## config.mk

```make
export PLATFORM = sky130hd
export DESIGN_NAME = intr_pc_unit_flat
export DESIGN_NICKNAME = d
export VERILOG_FILES = /design/src/rtl/intr_pc_unit_pkg.sv /design/src/rtl/intr_pc_unit_if.sv /design/src/rtl/intr_pc_unit_prio_enc.sv /design/src/rtl/intr_pc_unit.sv /design/src/flat_wrapper.sv
export SDC_FILE = /design/constraint.sdc
export NUM_CORES = 1
export LEC_CHECK = 0
export CAP_MARGIN = 10
export CORE_UTILIZATION = 50
export DETAILED_ROUTE_END_ITERATION = 10
export DONT_BUFFER_PORTS = 1
export GPL_ROUTABILITY_DRIVEN = 0
export PLACE_DENSITY = 0.74
export SLEW_MARGIN = 20
export SYNTH_ARGS = -nofsm -noshare
export SYNTH_HDL_FRONTEND = slang
export SYNTH_SLANG_ARGS = --single-unit
```

## constraint.sdc

```tcl
create_clock -name clock -period 2.6 [get_ports clock]
set_input_delay 0.39 -clock clock [delete_from_list [all_inputs] [get_ports clock]]
set_output_delay 0.39 -clock clock [all_outputs]
set_load 0.02 [all_outputs]
```

## src/rtl/intr_pc_unit_pkg.sv

```systemverilog
// Shared constants and field helpers for the jacaranda PC / interrupt unit.
// Stack entries are packed as {addr[PC_W], flag, lvl}.
package intr_pc_unit_pkg;

  localparam int PC_W_DEF  = 8;
  localparam int NCH_DEF   = 4;
  localparam int DEPTH_DEF = 4;

  function automatic int lvl_w(input int nch);
    return $clog2(nch + 1);
  endfunction

  function automatic int idle_lvl(input int nch);
    return nch;
  endfunction

  function automatic int ent_w(input int pc_w, input int nch);
    return pc_w + 1 + lvl_w(nch);
  endfunction

endpackage

```

## src/rtl/intr_pc_unit_if.sv

```systemverilog
// Control, interrupt and PC signals between the core and intr_pc_unit.
// master drives the controller side, slave is the unit itself.
interface intr_pc_unit_if
  import intr_pc_unit_pkg::*;
#(
  parameter int PC_W = PC_W_DEF,
  parameter int NCH  = NCH_DEF
);
  localparam int LW = lvl_w(NCH);

  logic                 jmp_en;
  logic                 je_en;
  logic                 ret;
  logic                 flag_w_en;
  logic                 alu_flag;
  logic [PC_W-1:0]      target;
  logic [NCH-1:0]       int_req;
  logic [NCH-1:0]       int_en;
  logic                 gie;
  logic [NCH*PC_W-1:0]  int_vec;
  logic [PC_W-1:0]      pc;
  logic                 flag;
  logic                 in_isr;
  logic [NCH-1:0]       int_ack;
  logic [LW-1:0]        cur_lvl;
  logic                 stack_err;

  modport master (
    output jmp_en, je_en, ret, flag_w_en,
    output alu_flag, target,
    output int_req, int_en, gie, int_vec,
    input  pc, flag, in_isr, int_ack,
    input  cur_lvl, stack_err
  );

  modport slave (
    input  jmp_en, je_en, ret, flag_w_en,
    input  alu_flag, target,
    input  int_req, int_en, gie, int_vec,
    output pc, flag, in_isr, int_ack,
    output cur_lvl, stack_err
  );

endinterface

```

## src/rtl/intr_pc_unit_prio_enc.sv

```systemverilog
// Fixed-priority encoder: lowest set index wins.
// Index is returned at level width so it compares directly with cur_lvl.
module prio_enc
  import intr_pc_unit_pkg::*;
#(
  parameter int NCH = NCH_DEF
) (
  input  logic [NCH-1:0]          i_req,
  output logic                    o_vld,
  output logic [lvl_w(NCH)-1:0]   o_idx
);
  localparam int LW = lvl_w(NCH);

  always_comb begin
    o_vld = |i_req;
    o_idx = '0;
    for (int i = NCH - 1; i >= 0; i--) begin
      if (i_req[i]) o_idx = LW'(i);
    end
  end

endmodule

```

## src/rtl/intr_pc_unit.sv

```systemverilog
// PC sequencer with prioritised interrupts and a return stack.
// INTR_NEST_EN enables nesting/preemption up to DEPTH levels.
module intr_pc_unit
  import intr_pc_unit_pkg::*;
#(
  parameter int PC_W  = PC_W_DEF,
  parameter int NCH   = NCH_DEF,
  parameter int DEPTH = DEPTH_DEF
) (
  input  logic          clock,
  input  logic          reset,
  intr_pc_unit_if.slave bus
);
  localparam int LW = lvl_w(NCH);
  localparam int EW = ent_w(PC_W, NCH);
`ifdef INTR_NEST_EN
  localparam int SD = DEPTH;
`else
  localparam int SD = 1;
`endif
  localparam int DW = $clog2(SD + 1);
  localparam int AW = (SD > 1) ? $clog2(SD) : 1;
  localparam logic [LW-1:0] IDLE = LW'(idle_lvl(NCH));

  logic [PC_W-1:0] r_pc;
  logic            r_flag;
  logic [LW-1:0]   r_lvl;
  logic [DW-1:0]   r_depth;
  logic [NCH-1:0]  r_pend;
  logic [NCH-1:0]  r_req_q;
  logic            r_err;
  logic [EW-1:0]   r_stk [SD];

  logic            w_vld;
  logic [LW-1:0]   w_idx;
  logic            w_take;
  logic            w_pop;
  logic [AW-1:0]   w_top_a;
  logic [EW-1:0]   w_top;
  logic [PC_W-1:0] w_inc;
  logic [PC_W-1:0] w_pc_n;
  logic            w_flag_n;
  logic [LW-1:0]   w_lvl_n;
  logic [NCH-1:0]  w_ack;
  logic [NCH-1:0]  w_pend_n;
  logic [PC_W-1:0] w_vec;

  prio_enc #(.NCH(NCH)) u_enc (
    .i_req (r_pend & bus.int_en),
    .o_vld (w_vld),
    .o_idx (w_idx)
  );

  always_comb begin
    w_top_a  = (r_depth == '0) ? '0 : AW'(r_depth - DW'(1));
    w_top    = r_stk[w_top_a];
    w_pop    = bus.ret && (r_depth != '0);
    w_inc    = r_pc + PC_W'(1);
    w_pc_n   = w_inc;
    w_flag_n = r_flag;
    w_lvl_n  = r_lvl;
    if (bus.ret) begin
      if (w_pop) {w_pc_n, w_flag_n, w_lvl_n} = w_top;
    end else if (bus.jmp_en) begin
      w_pc_n = bus.target;
    end else if (bus.je_en) begin
      w_pc_n = r_flag ? bus.target : w_inc;
    end
    if (!bus.ret && bus.je_en) w_flag_n = 1'b0;
    else if (!bus.ret && bus.flag_w_en) w_flag_n = bus.alu_flag;

    // Single-level build: SD=1, so the depth test also enforces !in_isr.
    w_take = w_vld && bus.gie && !bus.ret &&
             (w_idx < r_lvl) && (r_depth < DW'(SD));
    w_ack  = w_take ? (NCH'(1) << w_idx) : '0;
    w_vec  = bus.int_vec[int'(w_idx)*PC_W +: PC_W];
    // A fresh edge on the acked channel re-arms it.
    w_pend_n = (r_pend & ~w_ack) | (bus.int_req & ~r_req_q);
  end

  always_ff @(posedge clock or posedge reset) begin
    if (reset) begin
      r_pc    <= '0;
      r_flag  <= 1'b0;
      r_lvl   <= IDLE;
      r_depth <= '0;
      r_pend  <= '0;
      r_req_q <= '0;
      r_err   <= 1'b0;
      for (int i = 0; i < SD; i++) r_stk[i] <= '0;
    end else begin
      r_req_q <= bus.int_req;
      r_pend  <= w_pend_n;
      if (bus.ret && r_depth == '0) r_err <= 1'b1;
      if (w_take) begin
        r_stk[AW'(r_depth)] <= {w_pc_n, w_flag_n, r_lvl};
        r_pc    <= w_vec;
        r_flag  <= w_flag_n;
        r_lvl   <= w_idx;
        r_depth <= r_depth + DW'(1);
      end else begin
        r_pc   <= w_pc_n;
        r_flag <= w_flag_n;
        r_lvl  <= w_lvl_n;
        if (w_pop) r_depth <= r_depth - DW'(1);
      end
    end
  end

  assign bus.pc        = r_pc;
  assign bus.flag      = r_flag;
  assign bus.in_isr    = (r_depth != '0);
  assign bus.int_ack   = w_ack;
  assign bus.cur_lvl   = r_lvl;
  assign bus.stack_err = r_err;

endmodule

```

## src/flat_wrapper.sv

```systemverilog
// flat-port wrapper written by rule: the top's interface ports become plain ports
module intr_pc_unit_flat import intr_pc_unit_pkg::*;
#(
  parameter int PC_W  = PC_W_DEF,
  parameter int NCH   = NCH_DEF,
  parameter int DEPTH = DEPTH_DEF
)
  (clock, reset, bus_jmp_en, bus_je_en, bus_ret, bus_flag_w_en, bus_alu_flag, bus_target, bus_int_req, bus_int_en, bus_gie, bus_int_vec, bus_pc, bus_flag, bus_in_isr, bus_int_ack, bus_cur_lvl, bus_stack_err);
  intr_pc_unit_if #(.PC_W(PC_W), .NCH(NCH)) bus_i ();
  input  logic clock;
  input  logic reset;
  input wire logic [$bits(bus_i.jmp_en)-1:0] bus_jmp_en;
  input wire logic [$bits(bus_i.je_en)-1:0] bus_je_en;
  input wire logic [$bits(bus_i.ret)-1:0] bus_ret;
  input wire logic [$bits(bus_i.flag_w_en)-1:0] bus_flag_w_en;
  input wire logic [$bits(bus_i.alu_flag)-1:0] bus_alu_flag;
  input wire logic [$bits(bus_i.target)-1:0] bus_target;
  input wire logic [$bits(bus_i.int_req)-1:0] bus_int_req;
  input wire logic [$bits(bus_i.int_en)-1:0] bus_int_en;
  input wire logic [$bits(bus_i.gie)-1:0] bus_gie;
  input wire logic [$bits(bus_i.int_vec)-1:0] bus_int_vec;
  output wire logic [$bits(bus_i.pc)-1:0] bus_pc;
  output wire logic [$bits(bus_i.flag)-1:0] bus_flag;
  output wire logic [$bits(bus_i.in_isr)-1:0] bus_in_isr;
  output wire logic [$bits(bus_i.int_ack)-1:0] bus_int_ack;
  output wire logic [$bits(bus_i.cur_lvl)-1:0] bus_cur_lvl;
  output wire logic [$bits(bus_i.stack_err)-1:0] bus_stack_err;
  assign bus_i.jmp_en = bus_jmp_en;
  assign bus_i.je_en = bus_je_en;
  assign bus_i.ret = bus_ret;
  assign bus_i.flag_w_en = bus_flag_w_en;
  assign bus_i.alu_flag = bus_alu_flag;
  assign bus_i.target = bus_target;
  assign bus_i.int_req = bus_int_req;
  assign bus_i.int_en = bus_int_en;
  assign bus_i.gie = bus_gie;
  assign bus_i.int_vec = bus_int_vec;
  assign bus_pc = bus_i.pc;
  assign bus_flag = bus_i.flag;
  assign bus_in_isr = bus_i.in_isr;
  assign bus_int_ack = bus_i.int_ack;
  assign bus_cur_lvl = bus_i.cur_lvl;
  assign bus_stack_err = bus_i.stack_err;
  intr_pc_unit #(.PC_W(PC_W), .NCH(NCH), .DEPTH(DEPTH)) u_core (.clock(clock), .reset(reset), .bus(bus_i));
endmodule
```

==> out/results.ini <==
[yosys]
yosysWarningCount=0
synth_cell_types=48
synth_top_area_share_pct=40.07
synth-compound-area-share_pct=15.12
ys_ff_latch=34
synth_area_per_cell_um2=11.02
synth_top_area_cell=dfrtp_1
synth_cells=187
synth_flop_cell=dfrtp_1
synth-adder-area-share_pct=1.214
synth_top_family_by_area=multiplexers
syn-cell-area_mm2=0.002061
ys_seq_area_share_pct=41.35
async_reset_ff_share_pct=100.0
syn-num-nets=245
synth_edf_count=0
muxShareOfSynthArea_pct=24.77
synth.area.top_cells=dfrtp_1 (40%), mux2i_1 (8.7%), mux2_2 (6.6%)
synth-simple-area-share_pct=10.14
synth_xor_area_share_pct=1.700

[worst_setup_path]
cp_max_fo=4
crit_chain=a22o_1, nand3_2, inv_4, ha_1, nand2b_1, a21oi_1, a211oi_2, nand2_1, inv_2
slowest_stage=dfrtp_1
crit_family=compound AO/OA/AOI/OAI gates
critPathKind=reg2out
setup.worst_path.end_class=output pin
worstPathArrival_ns=2.09
critPathMaxStageDelay_ns=0.41
critPathLaunchType=register
worst_ep_required_time_ns=2.21
path_buf_inv=2

[placement]
place_hpwl_um=3444
dp_slack_ns=0.3740
numPortBuffers=0

[power]
sw_frac_of_total_pct=38.36
seqPwrFrac_pct=43.4
p_switching_uw=860.2
ir_worst_vdd_uv=442.4
intPower_mw=1.382
p_leak_nw=1.023
power.density_mw_per_mm2=1006
pwr-share-comb_pct=35.6
clockPowerShare_pct=20.9

[sta]
slew-limit-headroom_pct=60.19
final-max-slew-violation-count=0
worst_slew_pin_slew_ns=0.5972
post-route-min-period_ns=2.480
hold-worst-slack_ns=0.07994
finalHoldViolCount=0
fin_crit_sh_pct=95.40
max_freq_mhz=403.2
setup_violations=0
clock_skew_ns=0.004987
setup_ws_ns=0.1196

[drt]
drt_drc_violations_left=0
dr.pass1.iters=4
final_antenna_net_count=0
num_vias=1525
wl_per_cell_um=18.53
first_iter_violations=117
wirelength_um=4504
via_per_inst=6.276

[global_routing]
grt_usage_pct=23.03
grt_pass1_vias=1650
overflow=0
grt_pass1_wl_um=7465
grt_start_max_net_pins=35
antenna_found_initial=0

[floorplan]
pin_count=74
rows=22
core_area_mm2=0.003799
start_util_pct=54.25
die_w_um=66.20
die_h_um=66.20
dieArea_mm2=0.004382

[clock_tree]
holdBufCountCts=0
insertion_delay_ns=0.28
cts_root_buf=clkbuf_8
cts.sink_count=34
cts_tree=built
post_cts_resized=0
post_cts_buffers=0
htree_levels=2
cts_buffers=5
clkSlewWorstSetupHoldPaths_ns=0.07
clockBufferDepth=2

[finish]
nNetsFinal=252
drive_above_1_share_pct=24.10
diodes=0
syn_to_final_growth_pct=8.197

[run_status]
status=complete, no violations

[worst_hold_path]
hp-class=in2async

[run]
cap_violations=0

[worst paths after layout]
path / startpoint / end / slack, ns / cells past startpoint
hold reg to reg: u_core.r_req_q[3]$_DFF_PP0_ / u_core.r_pend[3]$_DFF_PP0_ / 0.44 / 1
setup reg to reg: u_core.r_pend[3]$_DFF_PP0_ / u_core.bus.pc[3]$_DFF_PP0_ / 0.44 / 8
hold / removal: reset / u_core.r_stk[6]$_DFFE_PP0P_ / 0.08 / 2
min in group clock: bus_int_req[0] / u_core.r_req_q[0]$_DFF_PP0_ / 0.13 / 0
setup / recovery: u_core.r_pend[3]$_DFF_PP0_ / bus_int_ack[0] / 0.12 / 9
max in group asynchronous: reset / u_core.bus.cur_lvl[2]$_DFFE_PP1P_ / 2.17 / 2
[power groups by stage]
stage	Sequential (mW)	Combinational (mW)	Clock (mW)
finish	0.974	0.799	0.470
global route	0.996	0.887	0.505
CTS	0.970	0.797	0.481
detailed placement	0.977	0.791	0
global placement	0.962	0.747	0
floorplan	0.930	0.665	0
[state kept, by name, summed over array words and instances, names as in the netlist]
register and count:
u_core.r_stk 12, u_core.bus.pc 8, u_core.r_pend 4, u_core.r_req_q 4, u_core.bus.cur_lvl 3, u_core.bus.flag 1
u_core.bus.in_isr 1, u_core.bus.stack_err 1
[synthesized netlist by cell type, types with 3 or more instances]
master / instances
o21bai_1: 3
mux2_4: 5
inv_1: 15
mux4_2: 3
nand2_1: 16
nand3_1: 3
a21oi_1: 8
nor2_1: 8
mux2i_1: 18
dfrtp_1: 33
nand2b_1: 3
a22o_1: 4
mux2_2: 12
o21ai_0: 10
[layer usage]
layer / vias up / global-route usage [%] / routed length, µm
li1: 697 / - / -
met1: 726 / 28.87 / 1858
met2: 89 / 37.37 / 2169
met3: 13 / 6.379 / 398
met4: 0 / 9.309 / 78
met5: - / 0 / 0
[stage by stage]
step	instance area (µm²)	power, mW	std cells	util (%)	setup TNS, ns
after detailed placement	2111	1.768	235	55.57	0
final	2230	2.242	243	58.70	0
after global routing	2230	2.388	243	58.70	-0.003404
after global placement	2111	1.710	235	55.57	0
after CTS	2220	2.248	243	58.43	0
after floorplan	2061	1.595	187	-	0
[cells by family after synthesis]
group,after synthesis
flip-flops,34
AO/OA/AOI/OAI,43
adder cells (fa/ha/maj),2
multiplexers,40
buffers and inverters,22
XOR/XNOR,4
AND/OR/NAND/NOR,42
[layout by cell type, fill, tap and decap left out, types with 4 or more instances in the layout]
cell type   n
dfrtp_1    33
mux2i_1    18
o21ai_0    10
mux2_4      5
clkbuf_8    5
nand2_1    15
buf_4       6
a21oi_1     8
inv_1      13
a22o_1      4
mux2_2     12
nor2_1      7
[area by class of cell]
type                            instances  area, µm²
Timing Repair Buffer                    6      45.04
Tap cell                               48      60.06
Multi-Input combinational cell        131       1101
Clock buffer                            5      68.82
Fill cell                             325       1569
Inverter                               16      62.56
Sequential cell                        34      852.1
Clock inverter                          3      40.04
(Power assumes the default switching activity.)
